**src/rtl/core_run_pkg.sv**
```systemverilog
// Shared types and default sizing for the core run sequencer.
package core_run_pkg;

  typedef enum logic [1:0] {
    IDLE   = 2'd0,
    START  = 2'd1,
    RUN    = 2'd2,
    REPORT = 2'd3
  } state_e;

  localparam int unsigned DEF_CNT_WIDTH  = 16;
  localparam int unsigned DEF_MAX_CYCLES = 32'h0000_FFFF;

endpackage

```
**src/rtl/core_run_ctrl.sv**
```systemverilog
// Run sequencer: pulses core_start, counts RUN cycles until a rising edge of
// core_done or a timeout, then reports the count under a valid/ack handshake.
module core_run_ctrl
  import core_run_pkg::*;
#(
  parameter int unsigned START_CYCLES = 2,
  parameter int unsigned CNT_WIDTH    = DEF_CNT_WIDTH,
  parameter int unsigned MAX_CYCLES   = DEF_MAX_CYCLES
) (
  input  logic                 clk,
  input  logic                 reset,
  input  logic                 req,
  output logic                 busy,
  output logic                 core_start,
  input  logic                 core_done,
  output logic                 result_valid,
  input  logic                 result_ack,
  output logic [CNT_WIDTH-1:0] cycle_count,
  output logic                 timed_out,
  output logic [7:0]           run_count
);

  localparam logic [CNT_WIDTH-1:0] MAX_C      = CNT_WIDTH'(MAX_CYCLES);
  localparam logic [7:0]           LAST_PHASE = 8'(START_CYCLES - 1);

  state_e                 state_q, state_d;
  logic [7:0]             phase_q, phase_d;
  logic [CNT_WIDTH-1:0]   cnt_q, cnt_d;
  logic [CNT_WIDTH-1:0]   cnt_inc;
  logic                   done_q;
  logic                   done_rise;
  logic [CNT_WIDTH-1:0]   cycle_count_q, cycle_count_d;
  logic                   timed_out_q, timed_out_d;
  logic [7:0]             run_count_q, run_count_d;
  logic                   busy_q, busy_d;
  logic                   core_start_q, core_start_d;
  logic                   result_valid_q, result_valid_d;

  // Next-state, counters, result latching and output decode of the next state
  always_comb begin
    state_d        = state_q;
    phase_d        = phase_q;
    cnt_d          = cnt_q;
    cycle_count_d  = cycle_count_q;
    timed_out_d    = timed_out_q;
    run_count_d    = run_count_q;
    cnt_inc        = cnt_q + 1'b1;
    done_rise      = core_done & ~done_q;

    case (state_q)
      IDLE: begin
        if (req) begin
          state_d = START;
          phase_d = '0;
          cnt_d   = '0;
        end
      end
      START: begin
        phase_d = phase_q + 8'd1;
        if (phase_q == LAST_PHASE) begin
          state_d = RUN;
        end
      end
      RUN: begin
        // A done edge takes priority over a timeout landing on the same cycle.
        if (done_rise) begin
          cycle_count_d = cnt_q;
          timed_out_d   = 1'b0;
          run_count_d   = run_count_q + 8'd1;
          state_d       = REPORT;
        end else begin
          cnt_d = cnt_inc;
          if (cnt_inc == MAX_C) begin
            cycle_count_d = MAX_C;
            timed_out_d   = 1'b1;
            run_count_d   = run_count_q + 8'd1;
            state_d       = REPORT;
          end
        end
      end
      REPORT: begin
        if (result_ack) begin
          state_d = IDLE;
        end
      end
      default: state_d = IDLE;
    endcase

    // Status outputs are registered copies of the decoded next state.
    busy_d         = (state_d != IDLE);
    core_start_d   = (state_d == START);
    result_valid_d = (state_d == REPORT);
  end

  // State, counters, done edge register and registered outputs
  always_ff @(posedge clk or posedge reset) begin
    if (reset) begin
      state_q        <= IDLE;
      phase_q        <= '0;
      cnt_q          <= '0;
      done_q         <= 1'b0;
      cycle_count_q  <= '0;
      timed_out_q    <= 1'b0;
      run_count_q    <= '0;
      busy_q         <= 1'b0;
      core_start_q   <= 1'b0;
      result_valid_q <= 1'b0;
    end else begin
      state_q        <= state_d;
      phase_q        <= phase_d;
      cnt_q          <= cnt_d;
      done_q         <= core_done;
      cycle_count_q  <= cycle_count_d;
      timed_out_q    <= timed_out_d;
      run_count_q    <= run_count_d;
      busy_q         <= busy_d;
      core_start_q   <= core_start_d;
      result_valid_q <= result_valid_d;
    end
  end

  assign busy         = busy_q;
  assign core_start   = core_start_q;
  assign result_valid = result_valid_q;
  assign cycle_count  = cycle_count_q;
  assign timed_out    = timed_out_q;
  assign run_count    = run_count_q;

endmodule

```
**config.mk**
```make
export PLATFORM = sky130hd
export DESIGN_NAME = core_run_ctrl
export DESIGN_NICKNAME = d
export VERILOG_FILES = /design/src/rtl/core_run_pkg.sv /design/src/rtl/core_run_ctrl.sv
export SDC_FILE = /design/constraint.sdc
export NUM_CORES = 1
export LEC_CHECK = 0
export ABC_AREA = 1
export CELL_PAD_IN_SITES_DETAIL_PLACEMENT = 0
export CELL_PAD_IN_SITES_GLOBAL_PLACEMENT = 1
export CORE_ASPECT_RATIO = 0.75
export CORE_MARGIN = 5
export CORE_UTILIZATION = 40
export CTS_CLUSTER_DIAMETER = 30
export DETAILED_ROUTE_END_ITERATION = 7
export GPL_TIMING_DRIVEN = 0
export PLACE_DENSITY_LB_ADDON = 0.1
export SETUP_SLACK_MARGIN = 0.05
export SYNTH_ARGS = -nofsm -noshare
export SYNTH_HDL_FRONTEND = slang
export SYNTH_SLANG_ARGS = --single-unit
```
**constraint.sdc**
```tcl
create_clock -name clk -period 3.25 [get_ports clk]
set_input_delay 0.325 -clock clk [delete_from_list [all_inputs] [get_ports clk]]
set_output_delay 0.325 -clock clk [all_outputs]
set_load 0.005 [all_outputs]
```
Yosys cells after proc, flatten, opt, wreduce, memory -nomap -nowiden
Index checks and enable logic that the tools add are counted.

word-level totals
  memories kept = 0
  bits in latches = 0
  register bits = 55
  memory bits (writable) = 0
  output and inout port bits = 28
  memory bits (read-only) = 0
  bits of input ports = 5

cells by class
  add/sub/neg operators = 3
  eq/ne operators = 9
  bitwise logic cells = 2
  div/mod/pow operators = 0
  $mul = 0
  $lt $le $gt $ge = 0
  muxes and demuxes = 17
  reductions and logical operators = 8
  shift operators = 0

operators with widths
  operator                                              count
  2-to-1 mux 16 bit                                     4
  one-hot mux 16 bit (2 select lines)                   1
  2-to-1 mux 8 bit                                      3
  adder 16 x 1 -> 16 bit (second input constant)        1
  adder 8 x 1 -> 8 bit (second input constant)          2
  equality test 16 bit (second input constant)          1
  one-hot mux 8 bit (2 select lines)                    1
  2-to-1 mux 2 bit                                      5
  equality test 8 x 1 -> 1 bit (second input constant)  1
  one-hot mux 2 bit (4 select lines)                    1
  nonzero test 2 bit                                    4
  equality test 2 bit (second input constant)           3
  equality test 2 x 1 -> 1 bit (second input constant)  2
  != test 2 bit (second input constant)                 2
  AND reduction 2 bit                                   2
  AND reduction 3 bit                                   1
  zero test 2 bit                                       1
  2-to-1 mux 1 bit                                      2
  bitwise AND 1 bit                                     1
  NOT 1 bit                                             1

Logic depth before layout (Yosys ltp)
Gate-level depths: netlist of the first run.

  depth in word-level cells = 6
  mapped depth = 15
  gate-level depth less buffers = 15

Worst setup path before layout of the first run
Ideal clock, no wire load.

  kind = register to register
  start point = register cnt_q[0]
  end point = register cycle_count_q[12] (netlist: cycle_count[12])
  setup slack = 1.377 ns
  arrival = 1.753 ns
  stages on the path, launching flop included = 14
  path buffers = 1
  library setup time = 0.120 ns
  data required time = 3.130 ns
  path through = dfrtp_1 -> ha_1 -> nand3_2 -> nor2_2 -> nand3_1 -> nand2_1 -> nand3_1 -> nor2_1 -> nand3_2 -> nand2_4 -> nand2_4 -> buf_6 -> nand2_2 -> o21ai_2

on the way
  word-level cells in the longest chain between the ends = 4

RTL lines
  what                           line                  source
  start: declaration             core_run_ctrl.sv:28   logic [CNT_WIDTH-1:0] cnt_q, cnt_d;
  start signal: assignment       core_run_ctrl.sv:111  cnt_q <= cnt_d;
  adder 16 x 1 -> 16 bit         core_run_ctrl.sv:47   cnt_inc = cnt_q + 1'b1;
  equality test 16 bit           core_run_ctrl.sv:73   if (cnt_inc == MAX_C) begin
  nonzero test 2 bit (no line)   -
  AND reduction 2 bit (no line)  -
  end signal: assignment         core_run_ctrl.sv:113  cycle_count_q <= cycle_count_d;
  end: declaration               core_run_ctrl.sv:32   logic [CNT_WIDTH-1:0] cycle_count_q, cycle_count_d;

Every way passes these cells.
A chain may end at the register's enable or synchronous reset.

Worst setup path after layout of the first run
  start point = register cnt_q[0]
  end point = register run_count_q[1] (netlist: run_count[1])

on the way
  word-level cells in the longest chain between the ends = 4

RTL lines
  what                           line                  source
  adder 16 x 1 -> 16 bit         core_run_ctrl.sv:47
  equality test 16 bit           core_run_ctrl.sv:73
  nonzero test 2 bit (no line)   -
  AND reduction 2 bit (no line)  -
  end signal: assignment         core_run_ctrl.sv:115  run_count_q <= run_count_d;
  end: declaration               core_run_ctrl.sv:34   logic [7:0] run_count_q, run_count_d;

Every way passes these cells.

==> impl_metrics.yaml, run 1 <==
status:
  result_of_the_run: "finished, final reports clean"
clock_network:
  cts_hold_buffers: 0
  clock_tree.root_cell: "sky130_fd_sc_hd__clkbuf_8"
  h-tree-depth: 2
  cts_max_path_buffers: 2
  worst_path_clk_slew_ns: 0.09
  clock_sinks: 55
  cts.repair.resized: 0
  tritoncts.num_buffers: 5
  clk_latency_ns: 0.30
  cts_tree: "done"
  cts_post_setup_buffers_inserted: 0
detailed_routing:
  post_drt_via_cell_ratio: 5.127
  drc_errors: 0
  routed_wirelength_um: 6851
  initial_drc_count: 136
  antenna_violating_nets_post_route: 0
  wl_per_cell_um: 14.55
  detail_route.first_pass.iterations: 4
  via_count: 2415
power:
  switching_share_pct: 35.01
  share_seq_of_total_power_pct: 46.1
  p_int_uw: 1399
  power.density_cell_area_nw_per_um2: 644.3
  clock_power_share_pct: 16.5
  combinationalPowerShare_pct: 37.4
  power_leakage_uw: 0.001482
  p_sw_uw: 753.2
  ir_drop_v: 0.0004470
placed_design:
  postPlaceCellArea_um2: 3267
  final_hpwl_dp_um: 5082
  worst_setup_timing_slack_at_the_placement_stage_ns: 0.6653
  placedCellCount: 465
  port_buffers: 32
  gp_congestion: 0.7616
synth:
  postSynthCellCount: 348
  ys_seq_elements: 55
  synthDistinctLibCells: 27
  post_synth_net_total: 358
  mappedNetlistArea_um2: 2821
  synth-seq-area-share_pct: 48.78
  synth.avg_cell_area_um2: 8.108
  yosys_warnings: 0
layout:
  antenna_cells_inserted: 0
  layout.cell_area.non_filler_um2: 3339
  share_of_cells_above_drive_strength_1_pct: 8.269
  finalCoreUtilization_pct: 48.88
  area.growth.synth_to_final_pct: 18.36
  most-common-layout-cells: "sky130_fd_sc_hd__nand2_1, sky130_fd_sc_hd__dfrtp_1, sky130_fd_sc_hd__inv_1"
  finalNetCount: 398
  most_common_library_cell_in_the_layout_ignoring_fill_and_taps: "sky130_fd_sc_hd__nand2_1"
  post_layout_nonfiller_instances: 471
floorplanning:
  starting_utilization_of_the_core_area_pct: 41.30
  floorplan.rows: 26
  die_height_um: 82.74
  placeableCoreArea_um2: 6832
  die_width_um: 107.0
  io_pins: 33
  die-area_um2: 8851
critical_path:
  end_kind: "flip-flop"
  path_common_cell: "sky130_fd_sc_hd__nand2_1"
  critical-path-max-stage-delay_ns: 0.44
  critical_path.max_fanout: 10
  crit_required_ns: 3.45
  critPathArrivalTime_ns: 2.49
  crit_path_start_kind: "flip-flop"
  critPathKind: "flip-flop to flip-flop"
  cp_cell_sequence: "ha_1, nand3_2, inv_1, nand2_1, nand2_1, nand2_1, nor2_1, nand2_1, nor2_1, nand3_2, nand2_4, nand2_4, buf_6, nand2_1, nand2_1"
  crit_path_top_delay_cell: "sky130_fd_sc_hd__dfrtp_1"
timing:
  rsz0062_at_grt: "no"
  timing.final.crit_period_ns: 2.295
  setup_ws_ns: 0.9547
  worst_slew_pin_slew_ns: 0.5992
  final-max-slew-violation-count: 0
  final.setup.tns_ns: 0
  clock.fmax_mhz: 435.7
  clock-skew-final_ns: 0.009757
  finalSetupViolCount: 0
  normalized_max_slew_margin_pct: 59.90
  final-hold-violation-count: 0
  timing.final.crit_share_pct: 70.62
grt:
  wire_length_of_the_first_global_routing_pass_um: 11790
  grt-ovfl-total: 0
  via_count_of_the_first_global_routing_pass: 2359
  grt_max_degree: 37
  antenna_violations_before_repair: 0
  groute.usage.overall_pct: 16.91
min_path:
  hold_class: "primary input to async pin"
run:
  cap_viol_max_count: 0
==> synthesized netlist by cell type <==
cell type / count / area, um^2
sky130_fd_sc_hd__xnor2_1: 3 / 26.28
sky130_fd_sc_hd__nand3b_1: 1 / 7.510
sky130_fd_sc_hd__clkbuf_1: 4 / 15.01
sky130_fd_sc_hd__nand2_1: 73 / 274.0
sky130_fd_sc_hd__nor2_2: 4 / 25.02
sky130_fd_sc_hd__buf_6: 2 / 22.52
sky130_fd_sc_hd__and3_1: 1 / 6.260
sky130_fd_sc_hd__dfrtp_1: 55 / 1376
sky130_fd_sc_hd__nor2_4: 2 / 22.52
sky130_fd_sc_hd__nand3_1: 30 / 150.1
sky130_fd_sc_hd__buf_1: 2 / 7.510
sky130_fd_sc_hd__o31ai_1: 1 / 7.510
sky130_fd_sc_hd__nand2_4: 3 / 33.78
sky130_fd_sc_hd__nor3_1: 2 / 10.01
sky130_fd_sc_hd__o22ai_1: 11 / 68.82
sky130_fd_sc_hd__ha_1: 5 / 62.56
sky130_fd_sc_hd__xor2_1: 3 / 26.28
sky130_fd_sc_hd__nand4_1: 8 / 50.05
sky130_fd_sc_hd__nor2_1: 30 / 112.6
sky130_fd_sc_hd__clkinv_1: 1 / 3.750
sky130_fd_sc_hd__a21oi_1: 29 / 145.1
sky130_fd_sc_hd__o21ai_2: 5 / 43.79
sky130_fd_sc_hd__inv_1: 46 / 172.7
sky130_fd_sc_hd__nand2_2: 6 / 37.54
sky130_fd_sc_hd__inv_2: 1 / 3.750
sky130_fd_sc_hd__nand3_2: 2 / 20.02
sky130_fd_sc_hd__o21ai_0: 18 / 90.09
==> per-stage QoR <==
step	hold WS, ns	power, uW
2_1_floorplan	0.3564	1388
3_3_place_gp	0.4692	1801
3_5_place_dp	0.4750	1815
4_1_cts	0.3605	2173
5_1_grt	0.3914	2315
6_report	0.3507	2152
==> worst max-delay path, delay by kind of cell (launching register included) <==
| family | cells | cell delay (ns) |
|---|---|---|
| simple gates | 12 | 1.18 |
| buf+inv | 2 | 0.33 |
| fa+ha+maj | 1 | 0.24 |
| flops | 1 | 0.44 |
==> area by class of cell <==
type                    instances  area, um^2
clock buffers                   6       72.57
multi-input cells             237        1220
flip-flops and latches         55        1376
well taps                      84       105.1
fillers                       703        3492
plain buffers                   8       45.04
repair buffers                 33       340.3
inverters                      48       180.2
==> cells by family after synthesis <==
family	Yosys count	share of synthesized area, %
adders and majority gates	5	2.217
buffers and inverters	56	7.982
DFF	55	48.78
and+or+nand+nor	162	26.56
xor gates and xnor gates	6	1.863
AOI/OAI and AO/OA	64	12.59
==> state kept, by name (all words and copies together), names as in the netlist <==
register	cells
done_q	1
phase_q	8
state_q	2
cnt_q	16
result_valid	1
run_count	8
busy	1
core_start	1
timed_out	1
cycle_count	16
==> power by group through the flow <==
stage               Clock, uW  Combinational, uW  Sequential, uW
floorplan                   0                398             990
global placement            0                798            1000
detailed placement          0                813            1000
CTS                       366                815             992
global route              399                897            1020
finish                    355                805             991
==> metal layers <==
metal  track usage [%]  vias up  part of all wire (%)  routed length (um)
li1                  -     1213                     -                   -
met1             24.48     1150                    51                3507
met2             26.82       50                    44                2992
met3             3.186        2                   4.7                 320
met4             3.065        0                  0.44                  30
met5                 0        -                     0                   0
==> final timing paths <==
| kind | from | to | slack (ns) | cells after the start |
|---|---|---|---|---|
| setup reg to reg | cnt_q[0]$_DFFE_PP0P_ | run_count[1]$_DFFE_PP0P_ | 0.95 | 15 |
| setup / recovery | cnt_q[0]$_DFFE_PP0P_ | run_count[1]$_DFFE_PP0P_ | 0.95 | 15 |
| max in group asynchronous | reset | busy$_DFF_PP0_ | 2.33 | 3 |
| min in group clk | cycle_count[14]$_DFFE_PP0P_ | cycle_count[14]$_DFFE_PP0P_ | 0.50 | 2 |
| hold reg to reg | cycle_count[14]$_DFFE_PP0P_ | cycle_count[14]$_DFFE_PP0P_ | 0.50 | 2 |
| hold / removal | reset | cycle_count[1]$_DFFE_PP0P_ | 0.35 | 2 |
No activity file was read; power rests on OpenSTA's default activity.
==> inputs of run 2 (changes only) <==
--- a/config.mk
+++ b/config.mk
@@ -10,7 +10,7 @@
 export CELL_PAD_IN_SITES_GLOBAL_PLACEMENT = 1
 export CORE_ASPECT_RATIO = 0.75
 export CORE_MARGIN = 5
-export CORE_UTILIZATION = 40
+export CORE_UTILIZATION = 37
 export CTS_CLUSTER_DIAMETER = 30
 export DETAILED_ROUTE_END_ITERATION = 7
 export GPL_TIMING_DRIVEN = 0
==> constraint.sdc (replaced) <==
create_clock -name clk -period 1.9 [get_ports clk]
set_input_delay 0.19 -clock clk [delete_from_list [all_inputs] [get_ports clk]]
set_output_delay 0.19 -clock clk [all_outputs]
set_load 0.005 [all_outputs]
==> impl_metrics.yaml, run 2 (synthesis results as in run 1) <==
critical_path:
  critPathKind: "flip-flop to flip-flop"
  regToRegStartpoint: "cnt_q[0]$_DFFE_PP0P_"
  worstSetupStartpoint: "cnt_q[0]$_DFFE_PP0P_"
  cp_cell_sequence: "ha_4, nand3_4, inv_4, buf_12, nand3_2, xor2_2, nor2_2, nand3_2, nand2_4, buf_6, nand3_4, xnor2_1"
  reg2reg_slack_ns: -0.14
  critical-path-max-stage-delay_ns: 0.43
  critPathArrivalTime_ns: 2.27
  ff2ff_path_depth: 12
  crit_required_ns: 2.13
  crit_path_start_kind: "flip-flop"
  crit_end: "run_count[2]$_DFFE_PP0P_"
  end_kind: "flip-flop"
  critical_path.max_fanout: 6
  crit_path_top_delay_cell: "sky130_fd_sc_hd__dfrtp_2"
  r2r_end: "run_count[2]$_DFFE_PP0P_"
floorplanning:
  die-area_um2: 9490
  die_height_um: 85.63
  die_width_um: 110.8
  io_pins: 33
  starting_utilization_of_the_core_area_pct: 38.14
  floorplan.rows: 27
  placeableCoreArea_um2: 7398
clock_network:
  clk_latency_ns: 0.31
  worst_path_clk_slew_ns: 0.11
  h-tree-depth: 2
  tritoncts.num_buffers: 5
  cts_tree: "done"
  clock_tree.root_cell: "sky130_fd_sc_hd__clkbuf_8"
  clock_sinks: 55
  cts_max_path_buffers: 2
power:
  switching_share_pct: 36.93
  power.density_cell_area_nw_per_um2: 1066
  p_sw_uw: 1486
  clock_power_share_pct: 16.6
  power_leakage_uw: 0.001584
  share_seq_of_total_power_pct: 43.4
  p_int_uw: 2538
  ir_drop_v: 0.0006583
  combinationalPowerShare_pct: 40.0
placed_design:
  gp_congestion: 0.8171
  port_buffers: 32
  final_hpwl_dp_um: 5229
  placedCellCount: 482
layout:
  post_layout_nonfiller_instances: 499
  fillers: 716
  finalCoreUtilization_pct: 51.04
  share_of_cells_above_drive_strength_1_pct: 25.63
  finalNetCount: 407
  most_common_library_cell_in_the_layout_ignoring_fill_and_taps: "sky130_fd_sc_hd__nand2_1"
  antenna_cells_inserted: 0
  area.growth.synth_to_final_pct: 33.84
  most-common-layout-cells: "sky130_fd_sc_hd__nand2_1, sky130_fd_sc_hd__dfrtp_1, sky130_fd_sc_hd__inv_1"
timing:
  setup_ws_ns: -0.1376
  final-max-slew-violation-count: 0
  fin_hold_ws_ns: 0.1850
  clock.fmax_mhz: 490.8
  normalized_max_slew_margin_pct: 59.70
  finalSetupViolCount: 28
  clock-skew-final_ns: 0.006325
  timing.final.crit_period_ns: 2.038
  final-hold-violation-count: 0
  timing.final.crit_share_pct: 107.2
  worst_slew_pin_slew_ns: 0.6022
  rsz0062_at_grt: "yes"
detailed_routing:
  initial_drc_count: 121
  post_drt_via_cell_ratio: 4.906
  routed_wirelength_um: 7309
  antenna_violating_nets_post_route: 0
  via_count: 2448
  drc_errors: 0
  detail_route.first_pass.iterations: 4
  wl_per_cell_um: 14.65
status:
  failed_checks: "negative setup slack"
  result_of_the_run: "complete, but fails checks"
grt:
  wire_length_of_the_first_global_routing_pass_um: 12160
  grt_max_degree: 39
  grt-ovfl-total: 0
  groute.usage.overall_pct: 15.78
  via_count_of_the_first_global_routing_pass: 2342
  antenna_violations_before_repair: 0
run:
  cap_viol_max_count: 0
min_path:
  hold_class: "primary input to async pin"
[run 2: changes by cell type in the layout (fill, tap and decap cells not counted), sizes merged]
cell / change
buf: +5
clkbuf: +2
clkinv: +2
clkinvlp: +1
nand2: +1
[run 2: worst min path at each step]
stage	slack [ns]	endpoint	from	depth (start not counted)
floorplan	0.22	done_q$_DFF_PP0_	core_done	0
global placement	0.47	timed_out$_DFFE_PP0P_	timed_out$_DFFE_PP0P_	2
detailed placement	0.47	cycle_count[12]$_DFFE_PP0P_	cycle_count[12]$_DFFE_PP0P_	2
CTS	0.19	phase_q[4]$_DFFE_PP0P_	reset	2
global route	0.21	phase_q[4]$_DFFE_PP0P_	reset	2
finish	0.19	phase_q[4]$_DFFE_PP0P_	reset	2
[run 2: power by group through the flow]
stage	Sequential, uW	Clock, uW	Combinational (uW)
2_1_floorplan	1700	0	685
3_3_place_gp	1720	0	1380
3_5_place_dp	1730	0	1400
4_1_cts	1710	706	1460
5_1_grt	1790	752	1790
6_report	1750	669	1610
[run 2: layout make-up]
cell class                      count  area [um^2]  share of cell area, %
Sequential cell                    55         1383                  36.61
Clock inverter                      3        25.02                 0.6627
Buffer                              8        66.31                  1.756
Inverter                           48        183.9                  4.871
Timing Repair Buffer               41        451.7                  11.96
Multi-Input combinational cell    238         1471                  38.97
Clock buffer                        5        68.82                  1.822
Tap cell                          101        126.4                  3.347
[run 2: critical path, delay by kind of cell, from the launching register on]
family | cells | cell delay (ns)
XOR/XNOR | 2 | 0.35
adder cells (fa/ha/maj) | 1 | 0.17
buffers and inverters | 3 | 0.34
flip-flops | 1 | 0.43
AND/OR/NAND/NOR | 6 | 0.67
[run 2: metrics by stage]
stage	instance area (um^2)	setup WS [ns]	TNS, ns	total power [uW]
after global placement	3293	-0.8135	-56.23	3100
after global routing	3776	-0.2525	-5.441	4330
after CTS	3498	-0.1096	-1.607	3884
final	3776	-0.1376	-2.118	4025
after detailed placement	3313	-0.5671	-12.12	3125
after floorplan	2846	0.07278	0	2387
[run 2: repair_timing]
action / in CTS / in global routing
cloned: 0 / 3
pin swaps: 1 / 16
gates resized for setup: 23 / 52
hold buffers: 0 / 0
endpoints found under the setup margin: 44 / 44
buffers inserted: 4 / 2
[run 2: routing by layer]
| layer | part of all wire, % | GRT usage [%] |
|---|---|---|
| met4 | 0.86 | 3.020 |
| met3 | 4.0 | 3.173 |
| met2 | 42 | 23.07 |
| met5 | 0 | 0 |
| met1 | 53 | 24.20 |
